<file path="config.mk">
export PLATFORM = sky130hd
export DESIGN_NAME = evac_dispatch_ctrl_flat
export DESIGN_NICKNAME = d
export VERILOG_FILES = /design/src/rtl/evac_dispatch_ctrl_if.sv /design/src/rtl/evac_dispatch_ctrl.sv /design/src/flat_wrapper.sv
export SDC_FILE = /design/constraint.sdc
export NUM_CORES = 1
export LEC_CHECK = 0
export CORE_MARGIN = 10
export CORE_UTILIZATION = 49
export CTS_BUF_LIST = sky130_fd_sc_hd__clkbuf_2
export DETAILED_ROUTE_END_ITERATION = 6
export GPL_TIMING_DRIVEN = 0
export PLACE_DENSITY = 0.84
export SYNTH_ARGS = -nofsm -noshare
export SYNTH_HDL_FRONTEND = slang
export SYNTH_SLANG_ARGS = --single-unit
</file>
<file path="constraint.sdc">
create_clock -name Main_Clock -period 8.6 [get_ports Main_Clock]
set_input_delay 1.72 -clock Main_Clock [delete_from_list [all_inputs] [get_ports Main_Clock]]
set_output_delay 1.72 -clock Main_Clock [all_outputs]
set_load 0.02 [all_outputs]
</file>
<file path="src/rtl/evac_dispatch_ctrl_if.sv">
// Requester, queue and rescue-unit signal bundle for evac_dispatch_ctrl.
// The controller attaches to the slave modport; the environment attaches to the master modport.
interface evac_dispatch_ctrl_if #(
  parameter int unsigned NUM_REQ = 4
);
  logic [NUM_REQ-1:0]   Req;
  logic [8*NUM_REQ-1:0] Req_Zone;
  logic [2*NUM_REQ-1:0] Req_Priority;
  logic [NUM_REQ-1:0]   Grant;
  logic                 Insert;
  logic [7:0]           Zone;
  logic [1:0]           Priority;
  logic                 Serve;
  logic [7:0]           Q_Zone;
  logic [1:0]           Q_Priority;
  logic                 Unit_Ready;
  logic                 Dispatch_Valid;
  logic [7:0]           Dispatch_Zone;
  logic [1:0]           Dispatch_Priority;
  logic                 Dispatch_Ack;
  logic [2:0]           Occupancy;
  logic                 Full;

  modport master (
    output Req, Req_Zone, Req_Priority, Q_Zone, Q_Priority, Unit_Ready, Dispatch_Ack,
    input  Grant, Insert, Zone, Priority, Serve, Dispatch_Valid, Dispatch_Zone,
           Dispatch_Priority, Occupancy, Full
  );

  modport slave (
    input  Req, Req_Zone, Req_Priority, Q_Zone, Q_Priority, Unit_Ready, Dispatch_Ack,
    output Grant, Insert, Zone, Priority, Serve, Dispatch_Valid, Dispatch_Zone,
           Dispatch_Priority, Occupancy, Full
  );
endinterface

</file>
<file path="src/rtl/evac_dispatch_ctrl.sv">
// Insert arbiter and serve/dispatch FSM for the 4-entry evacuation queue.
// Define EVAC_DISPATCH_AGING_EN to boost long-waiting requesters to priority 3.
module evac_dispatch_ctrl #(
  parameter int unsigned NUM_REQ   = 4,
  parameter int unsigned DEPTH     = 4,
  parameter int unsigned AGE_LIMIT = 12
) (
  input logic                 Main_Clock,
  input logic                 Reset,
  evac_dispatch_ctrl_if.slave bus
);
  localparam int unsigned ZONE_W = 8;
  localparam int unsigned PRIO_W = 2;
  localparam int unsigned OCC_W  = 3;
  localparam int unsigned AGE_W  = 4;
  localparam int unsigned RR_W   = (NUM_REQ > 1) ? $clog2(NUM_REQ) : 1;

  if (NUM_REQ < 2 || NUM_REQ > 8 || DEPTH < 1 || DEPTH > 7 || AGE_LIMIT < 1 || AGE_LIMIT > 15)
  begin : g_bad_param
    $error("evac_dispatch_ctrl: parameter out of range");
  end

  typedef enum logic [1:0] {IDLE, FETCH, DELIVER} state_e;

  state_e              state_q;
  logic [RR_W-1:0]     rr_q;
  logic [NUM_REQ-1:0]  grant_q;
  logic                insert_q;
  logic [ZONE_W-1:0]   zone_q;
  logic [PRIO_W-1:0]   prio_q;
  logic                serve_q;
  logic                dvalid_q;
  logic [ZONE_W-1:0]   dzone_q;
  logic [PRIO_W-1:0]   dprio_q;
  logic [OCC_W-1:0]    occ_q;
  logic                full_q;

  logic [PRIO_W-1:0]   eff_prio [NUM_REQ];
  logic [NUM_REQ-1:0]  eligible;
  logic                win_found;
  logic [RR_W-1:0]     win_idx;
  logic [ZONE_W-1:0]   win_zone;
  logic [PRIO_W-1:0]   win_prio;
  logic [PRIO_W-1:0]   best_prio;
  logic [NUM_REQ-1:0]  grant_d;
  logic                serve_start;
  logic [OCC_W-1:0]    occ_d;

`ifdef EVAC_DISPATCH_AGING_EN
  logic [AGE_W-1:0] age_q [NUM_REQ];

  // Wait counters: count while requesting and not granted, saturating.
  always_ff @(posedge Main_Clock) begin
    if (Reset) begin
      for (int i = 0; i < NUM_REQ; i++) age_q[i] <= '0;
    end else begin
      for (int i = 0; i < NUM_REQ; i++) begin
        if (!bus.Req[i] || grant_d[i]) age_q[i] <= '0;
        else if (age_q[i] != '1)        age_q[i] <= age_q[i] + AGE_W'(1);
      end
    end
  end

  always_comb begin
    for (int i = 0; i < NUM_REQ; i++)
      eff_prio[i] = (age_q[i] >= AGE_W'(AGE_LIMIT)) ? 2'd3 : bus.Req_Priority[i*PRIO_W +: PRIO_W];
  end
`else
  always_comb begin
    for (int i = 0; i < NUM_REQ; i++) eff_prio[i] = bus.Req_Priority[i*PRIO_W +: PRIO_W];
  end
`endif

  // Highest effective priority wins; strict '>' keeps the first hit in RR order on ties.
  always_comb begin
    int unsigned idx;
    idx       = 0;
    eligible  = bus.Req & {NUM_REQ{~full_q}};
    win_found = 1'b0;
    win_idx   = rr_q;
    win_zone  = '0;
    win_prio  = '0;
    best_prio = '0;
    for (int unsigned k = 0; k < NUM_REQ; k++) begin
      idx = 32'(rr_q) + k;
      if (idx >= NUM_REQ) idx = idx - NUM_REQ;
      if (eligible[idx] && (!win_found || eff_prio[idx] > best_prio)) begin
        win_found = 1'b1;
        win_idx   = RR_W'(idx);
        best_prio = eff_prio[idx];
        win_zone  = bus.Req_Zone[idx*ZONE_W +: ZONE_W];
        win_prio  = bus.Req_Priority[idx*PRIO_W +: PRIO_W];
      end
    end
    grant_d     = win_found ? (NUM_REQ'(1) << win_idx) : '0;
    serve_start = (state_q == IDLE) && bus.Unit_Ready && (occ_q != '0);
    case ({win_found, serve_start})
      2'b10:   occ_d = occ_q + OCC_W'(1);
      2'b01:   occ_d = occ_q - OCC_W'(1);
      default: occ_d = occ_q;
    endcase
  end

  always_ff @(posedge Main_Clock) begin
    if (Reset) begin
      state_q  <= IDLE;
      rr_q     <= '0;
      grant_q  <= '0;
      insert_q <= 1'b0;
      zone_q   <= '0;
      prio_q   <= '0;
      serve_q  <= 1'b0;
      dvalid_q <= 1'b0;
      dzone_q  <= '0;
      dprio_q  <= '0;
      occ_q    <= '0;
      full_q   <= 1'b0;
    end else begin
      grant_q  <= grant_d;
      insert_q <= win_found;
      if (win_found) begin
        zone_q <= win_zone;
        prio_q <= win_prio;
        rr_q   <= (win_idx == RR_W'(NUM_REQ - 1)) ? '0 : win_idx + RR_W'(1);
      end
      occ_q  <= occ_d;
      full_q <= (occ_d == OCC_W'(DEPTH));
      case (state_q)
        IDLE: begin
          if (serve_start) begin
            serve_q <= 1'b1;
            state_q <= FETCH;
          end
        end
        FETCH: begin
          // Queue head is valid during the Serve cycle; capture it at the closing edge.
          dzone_q  <= bus.Q_Zone;
          dprio_q  <= bus.Q_Priority;
          dvalid_q <= 1'b1;
          serve_q  <= 1'b0;
          state_q  <= DELIVER;
        end
        DELIVER: begin
          if (bus.Dispatch_Ack) begin
            dvalid_q <= 1'b0;
            state_q  <= IDLE;
          end
        end
        default: state_q <= IDLE;
      endcase
    end
  end

  assign bus.Grant             = grant_q;
  assign bus.Insert            = insert_q;
  assign bus.Zone              = zone_q;
  assign bus.Priority          = prio_q;
  assign bus.Serve             = serve_q;
  assign bus.Dispatch_Valid    = dvalid_q;
  assign bus.Dispatch_Zone     = dzone_q;
  assign bus.Dispatch_Priority = dprio_q;
  assign bus.Occupancy         = occ_q;
  assign bus.Full              = full_q;
endmodule

</file>
<file path="src/flat_wrapper.sv">
// flat-port wrapper written by rule: the top's interface ports become plain ports
module evac_dispatch_ctrl_flat 
#(
  parameter int unsigned NUM_REQ   = 4,
  parameter int unsigned DEPTH     = 4,
  parameter int unsigned AGE_LIMIT = 12
)
  (Main_Clock, Reset, bus_Req, bus_Req_Zone, bus_Req_Priority, bus_Q_Zone, bus_Q_Priority, bus_Unit_Ready, bus_Dispatch_Ack, bus_Grant, bus_Insert, bus_Zone, bus_Priority, bus_Serve, bus_Dispatch_Valid, bus_Dispatch_Zone, bus_Dispatch_Priority, bus_Occupancy, bus_Full);
  evac_dispatch_ctrl_if #(.NUM_REQ(NUM_REQ)) bus_i ();
  input logic Main_Clock;
  input logic Reset;
  input wire logic [$bits(bus_i.Req)-1:0] bus_Req;
  input wire logic [$bits(bus_i.Req_Zone)-1:0] bus_Req_Zone;
  input wire logic [$bits(bus_i.Req_Priority)-1:0] bus_Req_Priority;
  input wire logic [$bits(bus_i.Q_Zone)-1:0] bus_Q_Zone;
  input wire logic [$bits(bus_i.Q_Priority)-1:0] bus_Q_Priority;
  input wire logic [$bits(bus_i.Unit_Ready)-1:0] bus_Unit_Ready;
  input wire logic [$bits(bus_i.Dispatch_Ack)-1:0] bus_Dispatch_Ack;
  output wire logic [$bits(bus_i.Grant)-1:0] bus_Grant;
  output wire logic [$bits(bus_i.Insert)-1:0] bus_Insert;
  output wire logic [$bits(bus_i.Zone)-1:0] bus_Zone;
  output wire logic [$bits(bus_i.Priority)-1:0] bus_Priority;
  output wire logic [$bits(bus_i.Serve)-1:0] bus_Serve;
  output wire logic [$bits(bus_i.Dispatch_Valid)-1:0] bus_Dispatch_Valid;
  output wire logic [$bits(bus_i.Dispatch_Zone)-1:0] bus_Dispatch_Zone;
  output wire logic [$bits(bus_i.Dispatch_Priority)-1:0] bus_Dispatch_Priority;
  output wire logic [$bits(bus_i.Occupancy)-1:0] bus_Occupancy;
  output wire logic [$bits(bus_i.Full)-1:0] bus_Full;
  assign bus_i.Req = bus_Req;
  assign bus_i.Req_Zone = bus_Req_Zone;
  assign bus_i.Req_Priority = bus_Req_Priority;
  assign bus_i.Q_Zone = bus_Q_Zone;
  assign bus_i.Q_Priority = bus_Q_Priority;
  assign bus_i.Unit_Ready = bus_Unit_Ready;
  assign bus_i.Dispatch_Ack = bus_Dispatch_Ack;
  assign bus_Grant = bus_i.Grant;
  assign bus_Insert = bus_i.Insert;
  assign bus_Zone = bus_i.Zone;
  assign bus_Priority = bus_i.Priority;
  assign bus_Serve = bus_i.Serve;
  assign bus_Dispatch_Valid = bus_i.Dispatch_Valid;
  assign bus_Dispatch_Zone = bus_i.Dispatch_Zone;
  assign bus_Dispatch_Priority = bus_i.Dispatch_Priority;
  assign bus_Occupancy = bus_i.Occupancy;
  assign bus_Full = bus_i.Full;
  evac_dispatch_ctrl #(.NUM_REQ(NUM_REQ), .DEPTH(DEPTH), .AGE_LIMIT(AGE_LIMIT)) u_core (.Main_Clock(Main_Clock), .Reset(Reset), .bus(bus_i));
endmodule
</file>
Word level (Yosys, flattened, before mapping)
Index checks and enable logic that the tools add are counted.
{"block": "op_classes", "addsub": 10, "multipliers": 0, "div_mod_pow": 0, "magnitude_cmp": 15, "eq_ne": 8, "shifts": 9, "muxes": 52, "n_bitwise": 7, "reduce_logical": 19}
{"op": "33-bit by 3-bit greater-or-equal comparator with 1-bit output (second input constant)", "count": 4}
{"op": "32-bit inverter with 33-bit output", "count": 4}
{"op": "32-bit by 33-bit variable part select with 8-bit output", "count": 4}
{"op": "8-bit by 33-bit variable part select with 2-bit output", "count": 4}
{"op": "32-bit by 3-bit < comparator with 1-bit output (second input constant)", "count": 4}
{"op": "32-bit two-way mux", "count": 4}
{"op": "32-bit by 3-bit greater-or-equal comparator with 1-bit output (second input constant)", "count": 3}
{"op": "32-bit by 3-bit subtractor with 32-bit output (second input constant)", "count": 3}
{"op": "2-bit two-way mux", "count": 22}
{"op": "8-bit two-way mux", "count": 4}
{"op": "2-bit binary-select mux with 2-bit select", "count": 4}
{"op": "1-bit two-way mux", "count": 10}
{"op": "1-bit binary-select mux with 2-bit select", "count": 4}
{"op": "2-bit by 2-bit adder with 3-bit output (second input constant)", "count": 2}
{"op": "2-bit equality test (second input constant)", "count": 3}
{"op": "2-bit > comparator", "count": 3}
{"op": "2-bit case mux with 3 select lines", "count": 1}
{"op": "3-bit case mux with 2 select lines", "count": 1}
{"op": "2-bit AND reduction", "count": 3}
{"op": "1-bit logical AND", "count": 5}
{"op": "4-bit bitwise AND", "count": 1}
{"op": "2-bit by 1-bit equality test with 1-bit output (second input constant)", "count": 2}
{"op": "1-bit case mux with 2 select lines", "count": 2}
{"op": "2-bit nonzero test", "count": 2}
{"op": "16 further kinds", "count": 21}
{"block": "word_totals", "reg_bits": 35, "latch_bits": 0, "mem_bits_rw": 0, "romBits": 0, "inputBits": 58, "memories": 0}

Depth between registers and ports, before layout
Gate-level depths: netlist (run 1).
{"block": "depth", "depth_word": 22, "ltp_mapped": 32, "depth_no_buf": 25}

Least setup slack after synthesis (run 1)
No wires, ideal clock.
{"block": "synth_timing", "kind": "reg-to-reg", "from": "register u_core.rr_q[0]", "to": "register u_core.rr_q[1]", "setup_time_ns": 0.120, "arrival_time_ns": 6.662, "required_time_ns": 8.480, "setup_slack_ns": 1.819, "stages_incl_launch_ff": 32, "n_path_buf": 8, "path_cell_list": "dfxtp_1 > buf_6 > buf_2 > buf_2 > inv_1 > ha_1 > buf_2 > clkbuf_1 > mux4_2 > ha_1 > nor2b_1 > o21ai_0 > a21oi_1 > clkbuf_1 > a21oi_1 > ha_1 > nor2b_1 > a2bb2oi_1 > a21o_1 > and2_1 > buf_2 > buf_2 > nor2_1 > a21oi_1 > ha_1 > nor2b_1 > o21ai_0 > nand2_1 > a21oi_2 > a31oi_1 > and3_1 > a211o_1"}
{"block": "synth_between", "elab_chain_len": 21, "word_cells_on_any_way": 65, "cone_classes": "add/sub (8); order compare (7); eq/ne (1); mux (36); bitwise (4); reduce/logical (9)"}
{"element": "start: declaration", "line": "evac_dispatch_ctrl.sv:26", "text": "logic [RR_W-1:0] rr_q;"}
{"element": "start signal: assignment", "line": "evac_dispatch_ctrl.sv:124", "text": "rr_q <= (win_idx == RR_W'(NUM_REQ - 1)) ? '0 : win_idx + RR_W'(1);"}
{"element": "2-bit by 1-bit adder with 3-bit output (tied with other cells)", "line": "evac_dispatch_ctrl.sv:85", "text": "idx = 32'(rr_q) + k;"}
{"element": "32-bit by 3-bit subtractor with 32-bit output (tied with other cells)", "line": "evac_dispatch_ctrl.sv:86", "text": "if (idx >= NUM_REQ) idx = idx - NUM_REQ;"}
{"element": "32-bit two-way mux / 32-bit inverter with 33-bit output (equally long branches)"}
{"element": "32-bit inverter with 33-bit output (not written as such) / 2-bit binary-select mux with 2-bit select (equally long branches)"}
{"element": "2-bit binary-select mux with 2-bit select / 2-bit two-way mux (equally long branches)"}
{"element": "2-bit two-way mux, on equally long branches"}
{"element": "2-bit two-way mux, on equally long branches", "line": "evac_dispatch_ctrl.sv:87, evac_dispatch_ctrl.sv:90"}
{"element": "2-bit > comparator", "line": "evac_dispatch_ctrl.sv:87", "text": "if (eligible[idx] && (!win_found || eff_prio[idx] > best_prio)) begin"}
{"element": "[5 not listed]"}
{"element": "1-bit logical AND", "line": "evac_dispatch_ctrl.sv:87"}
{"element": "2-bit two-way mux / 1-bit two-way mux (equally long branches)", "line": "evac_dispatch_ctrl.sv:87"}
{"element": "2-bit > comparator / 1-bit zero test (equally long branches)", "line": "evac_dispatch_ctrl.sv:87"}
{"element": "1-bit logical OR", "line": "evac_dispatch_ctrl.sv:87"}
{"element": "1-bit logical AND", "line": "evac_dispatch_ctrl.sv:87"}
{"element": "2-bit two-way mux", "line": "evac_dispatch_ctrl.sv:87"}
{"element": "2-bit by 1-bit adder with 2-bit output / 2-bit equality test (equally long branches)", "line": "evac_dispatch_ctrl.sv:124"}
{"element": "2-bit two-way mux", "line": "evac_dispatch_ctrl.sv:124"}
Parallel ways exist; a longest one is shown, timed or not. The select of a mux whose other input is x is not followed.
A chain may end at the register's enable or synchronous reset.

Worst setup path in the final report (run 1)
Ends and elaborated chain as after synthesis.

==> flow_metrics.env, run 1 <==
export IMPL_critical_path_arrival_ps=8380
export IMPL_worst_pin_slew_ps=1060
export IMPL_dr_first_iter_drc_count=211
export IMPL_globalRouteOverflowTotal=0
export IMPL_worst_hold_slack_ps=468
export IMPL_clock_tree_from_tritoncts="done"
export IMPL_peak_freq_ghz=0.124
export IMPL_n_fill_cell=495
export IMPL_synth_cell_types=49
export IMPL_synthArstFlopShare_pct=0
export IMPL_worstPathBufferInverterCount=9
export IMPL_power_share_combinational_pct=78.0
export IMPL_path_common_cell="buf_2"
export IMPL_crit_reg2reg_capture="u_core.rr_q[1]"
export IMPL_layout_area_overhead_vs_synth_pct=35.3
export IMPL_critical_path_required_ps=8910
export IMPL_min_from="u_core.bus.Dispatch_Zone[5]"
export IMPL_slew_headroom_pct=29.2
export IMPL_met2_length_mm=4.43
export IMPL_synth_seq_cells=35
export IMPL_proportion_of_layout_cells_with_a_drive_suffix_above_1_pct=12.7
export IMPL_dpl_cell_count=499
export IMPL_yosysWarningCount=0
export IMPL_synth_net_count=408
export IMPL_fin_worst_skew_ps=26.8
export IMPL_avgViaCountPerCell=6.20
export IMPL_top_layer="met4"
export IMPL_n_antenna_cell=0
export IMPL_drt_pass1_iterations=5
export IMPL_power_per_cell_area_mw_per_mm2=402
export IMPL_numClockSinks=35
export IMPL_antenna_found_initial=0
export IMPL_core_mm2=0.00589
export IMPL_totalNegativeSetupSlack_ps=0
export IMPL_maximum_number_of_pins_on_one_net_before_global_route_repair=13
export IMPL_rows=28
export IMPL_worstSetupEndpoint="u_core.rr_q[1]"
export IMPL_grt_pass1_wl_mm=15.8
export IMPL_finalHoldViolCount=0
export IMPL_clk_pin_slew_ps=190
export IMPL_avgRoutedWirePerCell_um=19.2
export IMPL_dpl_worst_slack_ps=25.8
export IMPL_critical_path_max_fanout=10
export IMPL_postSynthAreaPerCell_um2=8.77
export IMPL_run_status="finished, final reports clean"
export IMPL_reg2reg_slack_ps=530
export IMPL_power_ir_vdd_worst_v=0.000230
export IMPL_grt_usage_pct=19.5
export IMPL_routed_antenna_nets=0
export IMPL_net_switching_power_w=0.000801
export IMPL_max_cap_violations=0
export IMPL_cts_hold_buffers_added=0
export IMPL_instances_no_fill=507
export IMPL_sequential_cell_area_um2=701
export IMPL_start_util_pct=50.2
export IMPL_finalMaxSlewViolations=0
export IMPL_standard_cell_with_the_maximum_stage_delay_on_the_critical_path="dfxtp_1"
export IMPL_layout_min_cycle_time_ps=8070
export IMPL_synthTopCellsByCount="35 x dfxtp_1, 35 x nand2_1, 30 x a21oi_1"
export IMPL_synth_top_flop_cell="dfxtp_1"
export IMPL_netlist_area_mm2=0.00295
export IMPL_hp_class="reg2reg"
export IMPL_critical_path_startpoint="u_core.rr_q[0]"
export IMPL_critPathCaptureType="flop"
export IMPL_design_portCount=89
export IMPL_sequentialPowerShare_pct=15.1
export IMPL_unrepaired_setup_endpoints_after_global_routing="no"
export IMPL_cts_post_setup_buffers_inserted=0
export IMPL_met1_length_mm=4.29
export IMPL_rr_worst_depth=31
export IMPL_cts_root_buffer="clkbuf_2"
export IMPL_critical_path_max_stage_delay_ps=550
export IMPL_final_hpwl_dp_mm=7.50
export IMPL_postSynthCellCount=337
export IMPL_sw_frac_of_total_pct=49.9
export IMPL_setup_viol=0
export IMPL_dr_wl_met3_um=823
export IMPL_gp_routability_congestion=0.925
export IMPL_layout_worst_path_cycle_share_pct=93.8
export IMPL_multiInputGateArea_mm2=0.00212
export IMPL_nNetsFinal=502
export IMPL_fp_dieArea_mm2=0.00953
export IMPL_p_int_w=0.000804
export IMPL_worstSetupPathType="reg2reg"
export IMPL_cp_top_family="buffers and inverters"
export IMPL_drc=0
export IMPL_synth_seq_area_share_pct=23.7
export IMPL_vias=3145
export IMPL_clkLatencyLatePin_ps=420
export IMPL_clock_power_share_pct=6.9
export IMPL_die_y_um=97.6
export IMPL_synth_edff_count=0
export IMPL_io_buffers=87
export IMPL_power_leakage_nw=1.51
export IMPL_synth_largest_type_area_fraction_pct=23.7
export IMPL_die_x_um=97.6
export IMPL_yosysTopAreaCell="dfxtp_1"
export IMPL_critical_path_depth=31
export IMPL_h_tree_depth=2
export IMPL_clock_tree_buffer_depth=2
export IMPL_numCtsBuffers=5
export IMPL_start_kind="flop"
export IMPL_synthTopCellsByArea="dfxtp_1 24%, mux4_2 16%, mux2i_1 7.5%"
export IMPL_worst_setup_slack_after_layout_ps=529
export IMPL_start_of_the_worst_register_to_register_path="u_core.rr_q[0]"
export IMPL_finalWirelength_mm=9.74
export IMPL_via_count_of_the_first_global_routing_pass=3122
## stage by stage
stage	util (%)	power, W	cell area [µm²]
global placement	66.6	0.00143	3920
CTS	67.8	0.00158	3990
floorplan	-	0.00113	2950
finish	67.9	0.00161	4000
detailed placement	66.6	0.00146	3920
global route	67.9	0.00173	4000
## flip-flops by register name, summed over array words and instances, names as in the netlist
| register | flops |
|---|---|
| u_core.bus.Serve | 1 |
| u_core.bus.Zone | 8 |
| u_core.bus.Full | 1 |
| u_core.bus.Dispatch_Priority | 2 |
| u_core.state_q | 2 |
| u_core.bus.Occupancy | 3 |
| u_core.rr_q | 2 |
| u_core.bus.Dispatch_Valid | 1 |
| u_core.bus.Priority | 2 |
| u_core.bus.Dispatch_Zone | 8 |
| u_core.bus.Insert | 1 |
| u_core.bus.Grant | 4 |
## kinds of logic (layout without fill, tap and decap cells)
kind of cell               count (synthesis)  count (layout)  share of synthesized area, %
muxes                                     47              47                          25.1
xor gates and xnor gates                   4               4                          1.19
AOI/OAI and AO/OA                         95              95                          21.8
buffers and inverters                     32             127                          4.70
and+or+nand+nor                          111             111                          17.7
adders and majority gates                 13              13                          5.76
DFF                                       35              35                          23.7
## placed cells by master, fill, tap and decap left out, types with 3 or more instances in the layout
| cell | Yosys | layout |
|---|---|---|
| nand2b_1 | 5 | 5 |
| or2_2 | 3 | 3 |
| nor2b_1 | 9 | 9 |
| o21a_1 | 7 | 7 |
| nor3_1 | 14 | 14 |
| a21oi_1 | 30 | 30 |
| mux4_2 | 21 | 21 |
| clkbuf_1 | 11 | 9 |
| nand2_1 | 35 | 35 |
| a22o_1 | 3 | 3 |
| dfxtp_1 | 35 | 35 |
| mux2i_1 | 22 | 22 |
| nor2_1 | 27 | 27 |
| o21ai_0 | 8 | 8 |
| o221ai_1 | 6 | 6 |
| clkbuf_2 | 0 | 7 |
| a21o_1 | 4 | 4 |
| ha_1 | 12 | 12 |
| and2_1 | 9 | 9 |
| inv_1 | 10 | 10 |
| a2111oi_0 | 8 | 8 |
| clkdlybuf4s50_1 | 0 | 87 |
| a31oi_1 | 14 | 14 |
| buf_2 | 9 | 9 |
| mux2_2 | 3 | 3 |
## area by class of cell
class / instances / area share [%]
multi-input cells: 270 / 53.1
repair buffers: 87 / 21.8
flip-flops and latches: 35 / 17.5
plain buffers: 21 / 2.50
well taps: 75 / 2.35
clock inverters: 3 / 1.10
inverters: 11 / 1.03
clock buffers: 5 / 0.626
## worst reg2reg max path, delay by kind of cell (launching register included)
| family | cells | cell delay, ps |
|---|---|---|
| AOI/OAI and AO/OA | 10 | 2420 |
| and+or+nand+nor | 7 | 1030 |
| adders and majority gates | 4 | 1170 |
| muxes | 1 | 410 |
| buffers and inverters | 9 | 2410 |
| DFF | 1 | 550 |
## routing by layer
metal	vias up	track usage (%)
li1	1467	-
met1	1460	24.7
met2	191	30.7
met3	27	5.55
met4	0	6.94
met5	-	0
## worst min-delay path by stage
stage	endpoint	cells after the start
after floorplan	u_core.bus.Dispatch_Valid	2
after global placement	u_core.bus.Dispatch_Priority[0]	2
after detailed placement	u_core.bus.Dispatch_Zone[5]	2
after CTS	u_core.bus.Dispatch_Zone[5]	2
after global routing	u_core.bus.Dispatch_Zone[5]	2
final	u_core.bus.Dispatch_Zone[5]	2
## power groups by stage
stage	clock network (W)	logic (W)	registers, W
after CTS	0.000111	0.00122	0.000242
after detailed placement	0	0.00122	0.000246
final	0.000111	0.00125	0.000242
after global placement	0	0.00119	0.000244
after global routing	0.000117	0.00136	0.000248
after floorplan	0	0.000846	0.000284
## timing repair
item                       in CTS  in global routing
hold endpoints to repair        0                  0
resized for setup               1                  3
setup endpoints to repair       1                 12
Note: power is estimated with default switching activity, not from simulation.
==> run 2: changes to the inputs <==
ABC_CLOCK_PERIOD_IN_PS = 8600   (was not set)
==> results of run 2 <==
The final DEF is identical to that of run 1; final timing and power are the same.
==> run 3: changes to the inputs <==
CORE_ASPECT_RATIO = 1.5   (was not set)
==> run 3 against run 2 <==
Compared with the run above:
- count of clock-buffer cells in the layout is 1 higher
- worst setup slack worse by 15 ps
- critical path depth stayed put
- critical endpoint unchanged
- largest cell class unchanged
==> flow_metrics.env, run 3 (synthesis gave the netlist of run 1 again) <==
export IMPL_antenna_found_initial=1
export IMPL_totalNegativeSetupSlack_ps=0
export IMPL_avgViaCountPerCell=6.43
export IMPL_worst_setup_slack_after_layout_ps=515
export IMPL_most_common_layout_cells="87 x clkdlybuf4s50_1, 35 x nand2_1, 35 x dfxtp_1"
export IMPL_worstHoldPathCells=2
export IMPL_path_common_cell="buf_2"
export IMPL_clock_power_share_pct=6.5
export IMPL_start_util_pct=50.7
export IMPL_standard_cell_with_the_maximum_stage_delay_on_the_critical_path="dfxtp_1"
export IMPL_final_hpwl_dp_mm=7.69
export IMPL_instances_no_fill=504
export IMPL_drt_pass1_iterations=5
export IMPL_cts_hold_buffers_added=0
export IMPL_via_count_of_the_first_global_routing_pass=3417
export IMPL_finalHoldViolCount=0
export IMPL_worst_pin_slew_ps=959
export IMPL_dpl_cell_count=496
export IMPL_sequentialPowerShare_pct=15.0
export IMPL_power_per_cell_area_mw_per_mm2=407
export IMPL_finalWirelength_mm=9.97
export IMPL_p_int_w=0.000807
export IMPL_reg2reg_slack_ps=510
export IMPL_numClockSinks=35
export IMPL_clk_pin_slew_ps=170
export IMPL_io_buffers=87
export IMPL_drc=0
export IMPL_grt_usage_pct=20.0
export IMPL_rows=34
export IMPL_hold_end="u_core.bus.Dispatch_Zone[4]"
export IMPL_design_portCount=89
export IMPL_sw_frac_of_total_pct=50.3
export IMPL_run_status="finished, final reports clean"
export IMPL_fin_worst_skew_ps=39.5
export IMPL_gp_routability_congestion=0.980
export IMPL_die_x_um=83.4
export IMPL_slew_headroom_pct=36.0
export IMPL_power_leakage_nw=1.51
export IMPL_h_tree_depth=2
export IMPL_final_area_mm2=0.00399
export IMPL_globalRouteOverflowTotal=0
export IMPL_clock_tree_buffer_depth=2
export IMPL_die_y_um=115
export IMPL_critPathCaptureType="flop"
export IMPL_dpl_worst_slack_ps=-46.8
export IMPL_nNetsFinal=502
export IMPL_avgRoutedWirePerCell_um=19.8
export IMPL_numCtsBuffers=5
export IMPL_net_switching_power_w=0.000815
export IMPL_dr_first_iter_drc_count=206
export IMPL_maximum_number_of_pins_on_one_net_before_global_route_repair=12
export IMPL_hp_class="reg2reg"
export IMPL_rr_worst_depth=31
export IMPL_grt_pass1_wl_mm=16.0
export IMPL_clock_tree_from_tritoncts="done"
export IMPL_clkLatencyLatePin_ps=410
export IMPL_start_kind="flop"
export IMPL_routed_antenna_nets=0
export IMPL_max_cap_violations=0
export IMPL_crit_reg2reg_capture="u_core.rr_q[1]"
export IMPL_mostFrequentLayoutCell="clkdlybuf4s50_1"
export IMPL_start_of_the_worst_register_to_register_path="u_core.rr_q[0]"
export IMPL_setup_viol=0
export IMPL_layout_min_cycle_time_ps=8090
export IMPL_vias=3241
export IMPL_report_power_total_w=0.00162
export IMPL_core_mm2=0.00583
export IMPL_min_from="u_core.bus.Dispatch_Zone[4]"
export IMPL_power_share_combinational_pct=78.4
export IMPL_critical_path_max_stage_delay_ps=540
export IMPL_layout_worst_path_cycle_share_pct=94.0
export IMPL_critical_path_arrival_ps=8380
export IMPL_fp_dieArea_mm2=0.00960
export IMPL_critical_path_required_ps=8900
export IMPL_placedInstanceArea_mm2=0.00392
export IMPL_unrepaired_setup_endpoints_after_global_routing="no"
export IMPL_peak_freq_ghz=0.124
export IMPL_layout_area_overhead_vs_synth_pct=35.0
export IMPL_finalMaxSlewViolations=0
export IMPL_power_ir_vdd_worst_v=0.000228
export IMPL_critical_path_max_fanout=10
export IMPL_proportion_of_layout_cells_with_a_drive_suffix_above_1_pct=12.5
export IMPL_cts_root_buffer="clkbuf_2"
export IMPL_worstSetupPathType="reg2reg"
run 3: routing by layer:
| layer | routed length [µm] | up-vias | track usage (%) |
|---|---|---|---|
| met2 | 4900 | 248 | 34.8 |
| li1 | - | 1458 | - |
| met4 | 585 | 0 | 15.7 |
| met1 | 3460 | 1477 | 20.2 |
| met3 | 1030 | 58 | 5.02 |
| met5 | 0 | - | 0 |
run 3: through the flow:
stage / util (%) / hold slack [ps]
after floorplan: - / 518
after global placement: 67.2 / 442
after detailed placement: 67.2 / 447
after CTS: 68.2 / 468
after global routing: 68.4 / 490
final: 68.4 / 466
run 3: layout make-up:
cell class	instances	area, µm²
diodes	1	2.50
clock buffers	6	30.0
repair buffers	87	871
inverters	11	41.3
well taps	72	90.1
plain buffers	21	100
flip-flops and latches	35	701
clock inverters	1	30.0
multi-input cells	270	2120
fillers	482	1840
run 3: power groups by stage:
stage	sequential, W	combinational [W]	clock (W)
floorplan	0.000284	0.000846	0
global placement	0.000245	0.00119	0
detailed placement	0.000247	0.00122	0
CTS	0.000243	0.00123	0.000108
global route	0.000248	0.00137	0.000113
finish	0.000244	0.00127	0.000106
run 3: what timing repair did:
item,CTS,global route
gates resized for setup,1,4
setup endpoints to repair,1,13
gates cloned,0,0
buffers inserted,0,0
run 3: worst max path at each step:
stage / slack, ps / start / cells after the start / to
4_1_cts: 190 / u_core.rr_q[0] / 31 / u_core.rr_q[1]
6_report: 510 / u_core.rr_q[0] / 31 / u_core.rr_q[1]
5_1_grt: 150 / u_core.rr_q[0] / 32 / u_core.rr_q[1]
2_1_floorplan: 1820 / u_core.rr_q[0] / 31 / u_core.rr_q[1]
3_5_place_dp: -50 / u_core.rr_q[0] / 31 / u_core.rr_q[1]
3_3_place_gp: 90 / u_core.rr_q[0] / 31 / u_core.rr_q[1]
run 3: critical path, delay by kind of cell, from the launching register on:
kind	cells	cell delay, ps
fa+ha+maj	4	1170
simple gates	7	1040
mux	1	400
buf+inv	9	2470
flops	1	540
compound gates	10	2360
